File: src/rtl/regfile_param.sv
`default_nettype none
// ============================================================================
// regfile_param : parametrised 2R/1W register file with bypass, zero register
//                 and a sequential bulk-clear engine. Rev 1.0
// ============================================================================
module regfile_param #(
  parameter int DATA_W   = 32,
  parameter int ADDR_W   = 5,
  parameter int ZERO_REG = 1,
  parameter int BYPASS   = 1,
  parameter int OUT_IDX  = 30
) (
  input  logic              Clk,
  input  logic              rst,
  input  logic              RegWrite,
  input  logic [ADDR_W-1:0] WriteReg,
  input  logic [DATA_W-1:0] WriteData,
  input  logic [ADDR_W-1:0] ReadReg1,
  input  logic [ADDR_W-1:0] ReadReg2,
  output logic [DATA_W-1:0] ReadData1,
  output logic [DATA_W-1:0] ReadData2,
  output logic [DATA_W-1:0] rout,
  input  logic              ClrReq,
  output logic              ClrBusy
);

  localparam int DEPTH = 1 << ADDR_W;
  localparam logic [ADDR_W-1:0] PTR_LAST = ADDR_W'(DEPTH - 1);

  localparam logic [0:0] ST_IDLE  = 1'b0;
  localparam logic [0:0] ST_CLEAR = 1'b1;

  logic [0:0]        state_q, state_d;
  logic [ADDR_W-1:0] clr_ptr_q, clr_ptr_d;
  logic              clr_busy;

  logic [DATA_W-1:0] regs_q [DEPTH];
  logic [DATA_W-1:0] regs_d [DEPTH];

  logic              wr_is_zero;
  logic              we_eff;

  logic [ADDR_W-1:0] rd_addr [2];
  logic [DATA_W-1:0] rd_data [2];

  // Clear FSM: state register
  always_ff @(posedge Clk or negedge rst) begin
    if (!rst) begin
      state_q   <= ST_IDLE;
      clr_ptr_q <= '0;
    end else begin
      state_q   <= state_d;
      clr_ptr_q <= clr_ptr_d;
    end
  end

  // Clear FSM: next state; the pointer wrap back to 0 coincides with the exit
  always_comb begin
    state_d   = state_q;
    clr_ptr_d = clr_ptr_q;
    case (state_q)
      ST_IDLE: begin
        if (ClrReq) begin
          state_d   = ST_CLEAR;
          clr_ptr_d = '0;
        end
      end
      ST_CLEAR: begin
        clr_ptr_d = clr_ptr_q + 1'b1;
        if (clr_ptr_q == PTR_LAST) begin
          state_d = ST_IDLE;
        end
      end
      default: begin
        state_d   = ST_IDLE;
        clr_ptr_d = '0;
      end
    endcase
  end

  // Clear FSM: outputs
  always_comb begin
    clr_busy = (state_q == ST_CLEAR);
  end

  assign ClrBusy = clr_busy;

  always_comb begin
    wr_is_zero = (ZERO_REG != 0) && (WriteReg == '0);
    we_eff     = RegWrite && !clr_busy && !wr_is_zero;
  end

  // External writes are dropped, not queued, while the clear engine owns the array
  always_comb begin
    regs_d = regs_q;
    if (clr_busy) begin
      regs_d[clr_ptr_q] = '0;
    end else if (we_eff) begin
      regs_d[WriteReg] = WriteData;
    end
  end

  always_ff @(posedge Clk or negedge rst) begin
    if (!rst) begin
      for (int i = 0; i < DEPTH; i++) begin
        regs_q[i] <= '0;
      end
    end else begin
      for (int i = 0; i < DEPTH; i++) begin
        regs_q[i] <= regs_d[i];
      end
    end
  end

  assign rd_addr[0] = ReadReg1;
  assign rd_addr[1] = ReadReg2;

  for (genvar p = 0; p < 2; p++) begin : g_rd
    always_comb begin
      if ((ZERO_REG != 0) && (rd_addr[p] == '0)) begin
        rd_data[p] = '0;
      end else if ((BYPASS != 0) && we_eff && (WriteReg == rd_addr[p])) begin
        rd_data[p] = WriteData;
      end else begin
        rd_data[p] = regs_q[rd_addr[p]];
      end
    end
  end

  assign ReadData1 = rd_data[0];
  assign ReadData2 = rd_data[1];
  assign rout      = regs_q[OUT_IDX];

endmodule
`default_nettype wire

File: config.mk
export PLATFORM = sky130hd
export DESIGN_NAME = regfile_param
export DESIGN_NICKNAME = d
export VERILOG_FILES = /design/src/rtl/regfile_param.sv
export SDC_FILE = /design/constraint.sdc
export NUM_CORES = 2
export LEC_CHECK = 0
export CAP_MARGIN = 20
export CORE_AREA = 2 2 217 433
export CTS_BUF_LIST = sky130_fd_sc_hd__clkbuf_8 sky130_fd_sc_hd__clkbuf_16
export CTS_CLUSTER_SIZE = 20
export DETAILED_ROUTE_END_ITERATION = 16
export DIE_AREA = 0 0 219 435
export PLACE_DENSITY = 0.77
export RECOVER_POWER = 100
export SLEW_MARGIN = 20
export SYNTH_ARGS = -nofsm -noshare
export SYNTH_HDL_FRONTEND = slang
export SYNTH_SLANG_ARGS = --single-unit
File: constraint.sdc
create_clock -name Clk -period 4.9 [get_ports Clk]
set_input_delay 1.47 -clock Clk [delete_from_list [all_inputs] [get_ports Clk]]
set_output_delay 1.47 -clock Clk [all_outputs]
set_load 0.05 [all_outputs]
==> results.sh <==
export IMPL_finalCriticalPeriod_ns=5.18
export IMPL_vias_per_cell=8.29
export IMPL_cts_sink_count=1030
export IMPL_vias=49900
export IMPL_post_synthesis_compound_gate_area_fraction_pct=22.7
export IMPL_synthAdderAreaFrac_pct=0.114
export IMPL_holdPathEnd="regs_q[1000]$_DFFE_PN0P_"
export IMPL_chipHeight_um=435
export IMPL_yosys_most_used_dff="dfrtp_1"
export IMPL_comb_power_share_pct=24.7
export IMPL_delay_of_the_slowest_cell_on_the_worst_path_ns=0.58
export IMPL_insertion_delay_ns=0.75
export IMPL_power_static_leakage_uw=0.0311
export IMPL_grt_first_pass_wirelength_mm=352
export IMPL_clock_skews_ns=0.0192
export IMPL_worstHoldPathCells=1
export IMPL_setup_ws_pre_cts_ns=-0.649
export IMPL_cellPowerDensity_nw_per_um2=350
export IMPL_synth_fp_nets=4367
export IMPL_synth_cell_area_um2=54700
export IMPL_initial_antenna_violation_count=7
export IMPL_finish_instance_area_um2=68900
export IMPL_clock_pin_transition_on_the_worst_setup_and_hold_timing_paths_ns=0.07
export IMPL_route_final_wire_length_mm=247
export IMPL_status="complete, but fails checks"
export IMPL_timing_rr_start="clr_ptr_q[0]$_DFFE_PN0P_"
export IMPL_cts_tree="done"
export IMPL_holdBufCountCts=0
export IMPL_postSynthAreaPerCell_um2=12.7
export IMPL_power_share_sequential_pct=41.5
export IMPL_layout_drive_gt1_share_pct=34.8
export IMPL_ys_seq_area_share_pct=47.1
export IMPL_rows=158
export IMPL_initial_utilization_pct=59.4
export IMPL_final_common_cell="dfrtp_1"
export IMPL_worst_slew_pin_slew_ns=3.42
export IMPL_hold_path_class="reg -> reg"
export IMPL_synth_top_family_by_area="compound AO/OA/AOI/OAI gates"
export IMPL_worst_path_max_fanout=8
export IMPL_timing_critical_path_to_type="output pin"
export IMPL_die_area_um2=95300
export IMPL_wl_per_cell_um=41.1
export IMPL_total_cell_area_at_the_placement_stage_um2=61900
export IMPL_rsz0062_at_grt="true"
export IMPL_post_synth_xor_area_fraction_pct=0.192
export IMPL_drv_max_cap_violation_count=30
export IMPL_grt_max_degree=114
export IMPL_cpMaxStageDelayCell="mux4_2"
export IMPL_die_width_um=219
export IMPL_detail_route_iter0_violations=8430
export IMPL_numCtsBuffers=93
export IMPL_worst_hold_startpoint="regs_q[1000]$_DFFE_PN0P_"
export IMPL_flip_flop_and_latch_count_after_synthesis=1030
export IMPL_drt_pass1_iter_count=9
export IMPL_worst_slew_margin_rel_pct=-128
export IMPL_switching_share_pct=32.9
export IMPL_min_period_over_period_pct=106
export IMPL_synth_enable_flop_cells=0
export IMPL_ioPinCount=148
export IMPL_fp_coreArea_um2=92100
export IMPL_fmax_mhz=193
export IMPL_timing_final_setup_violations=94
export IMPL_multiplexer_share_of_the_synthesized_area_pct=21.4
export IMPL_power_ir_vdd_worst_mv=0.336
export IMPL_violated_checks="capacitance limit, slew limit, setup timing"
export IMPL_postSynth_asyncResetShare_pct=100
export IMPL_yosysUniqueCellTypes=68
export IMPL_report_final_slew_viol_count=1000
export IMPL_timing_critical_path_from_type="primary input"
export IMPL_most_common_layout_cells="1030 x dfrtp_1, 1001 x a22o_1, 486 x buf_4"
export IMPL_net_switching_component_of_the_power_uw=7930
export IMPL_detailedPlacementHpwl_mm=152
export IMPL_critical_path_required_ns=3.43
export IMPL_drc=0
export IMPL_grt_overflow=0
export IMPL_num_nets_final=4792
export IMPL_final_number_of_hold_violating_endpoints=0
export IMPL_cp_arrival_ns=3.71
export IMPL_gp_congestion=1.02
export IMPL_power_report_internal_total_uw=16200
export IMPL_area_growth_syn_to_layout_pct=25.9
export IMPL_clock_tree_buffer_depth=3
export IMPL_post_synthesis_cell_count=4311
export IMPL_worst_r2r_cell_count=6
export IMPL_reg2reg_to="regs_q[679]$_DFFE_PN0P_"
export IMPL_synth_simple_gate_area_share_pct=3.32
export IMPL_global_route_usage_total_pct=51.6
export IMPL_setup_ws_ns=-0.283
export IMPL_clk_root_buffer_cell="clkbuf_16"
export IMPL_worst_setup_path_type="in -> out"
export IMPL_path_cells="buf_16, buf_16, buf_12, buf_6, mux4_2, mux4_2, a21oi_2, buf_4, a21oi_4, buf_12"
export IMPL_timing_reg2reg_setup_slack_ns=0.39
export IMPL_synth_yosys_warnings=0
export IMPL_fin_worst_hold_slack_ns=0.518
export IMPL_fin_util_pct=74.8
export IMPL_clock_power_share_pct=33.8
export IMPL_place_port_buffers=147
export IMPL_cts_htree_levels=3
export IMPL_sum_of_internal_switching_and_leakage_power_uw=24100
export IMPL_postRouteAntennaNets=0
export IMPL_via_count_of_the_first_global_routing_pass=50000
-- cell usage after synthesis (13+ instances only) --
library cell	instances	area share, %
o22ai_1	13	0.15
mux4_2	335	14
nor3_1	29	0.27
clkbuf_1	386	2.6
buf_2	57	0.52
buf_6	27	0.56
a221oi_1	81	1.3
o21ai_0	116	1.1
nand2_1	121	0.83
o211ai_1	16	0.22
and2_1	39	0.45
mux2i_1	384	7.0
mux2_2	23	0.47
a221o_1	16	0.29
a22o_1	1001	16
a21oi_1	163	1.5
inv_1	13	0.089
nor2b_1	25	0.29
nor2_1	66	0.45
buf_4	69	0.95
a22oi_1	40	0.55
a31oi_1	21	0.24
dfrtp_1	1030	47
a211oi_1	32	0.44
nand3_1	30	0.27
nand2b_1	16	0.18
buf_1	34	0.23
-- through the flow --
| step | setup TNS (ns) | std cells |
|---|---|---|
| final | -8.20 | 6017 |
| after global routing | -5.41 | 6013 |
| after CTS | -2.55 | 5936 |
| after detailed placement | -26.87 | 5698 |
| after global placement | -26.47 | 5698 |
| after floorplan | -0.939 | 4311 |
-- how the worst max path moves through the flow --
stage	startpoint	endpoint	slack [ns]	cells after the start
3_5_place_dp	ReadReg2[1]	ReadData2[4]	-0.65	11
5_1_grt	ReadReg2[0]	ReadData2[23]	-0.27	10
3_3_place_gp	ReadReg2[4]	ReadData2[9]	-0.61	10
4_1_cts	ReadReg2[0]	ReadData2[23]	-0.20	10
6_report	ReadReg2[0]	ReadData2[23]	-0.28	10
2_1_floorplan	ReadReg1[0]	ReadData1[25]	-0.24	9
-- flip-flops by register name, indices dropped and copies added (netlist names) --
register	flops
clr_ptr_q	5
ClrBusy	1
rout	32
regs_q	992
-- power by group through the flow --
stage	clock (uW)	combinational, uW	sequential, uW
after floorplan	0	2970	9830
after global placement	0	5200	10000
after detailed placement	0	5290	10100
after CTS	8030	5550	9930
after global routing	8400	6030	10100
final	8140	5960	10000
-- metal layers --
metal	up-vias	global-route usage [%]	routed length [um]
li1	18000	-	-
met1	24600	61.5	77000
met2	5544	69.7	101000
met3	1733	26.2	42700
met4	18	40.9	26000
met5	-	0.781	564
-- critical path, delay by kind of cell --
kind,cells,cell delay [ns]
muxes,2,1.07
AOI/OAI and AO/OA,2,0.27
buffers and inverters,6,0.87
-- logic make-up (layout without fill, tap and decap cells) --
group,count (synthesis),count (layout)
compound gates,1554,1554
flops,1030,1030
mux,744,744
buf+inv,596,1098
simple gates,370,370
xor+xnor,12,12
fa+ha+maj,5,5
other cells,0,4
-- final cells by class --
type	count	area (um2)
sequential	1030	25800
timing repair buffer	909	9740
inverter	17	67.6
clock inverter	53	576
clock buffer	119	2730
tap	1200	1500
antenna	4	10.0
fill	5688	23200
multi-input combinational	2685	28500
-- timing repair --
item                                    in CTS  in global routing
cloned                                      17                  4
pin swaps                                   48                109
buffers inserted                            51                 86
gates resized for setup                    308                345
endpoints found under the setup margin      64                 64
Power figures use the tool's default switching activity.
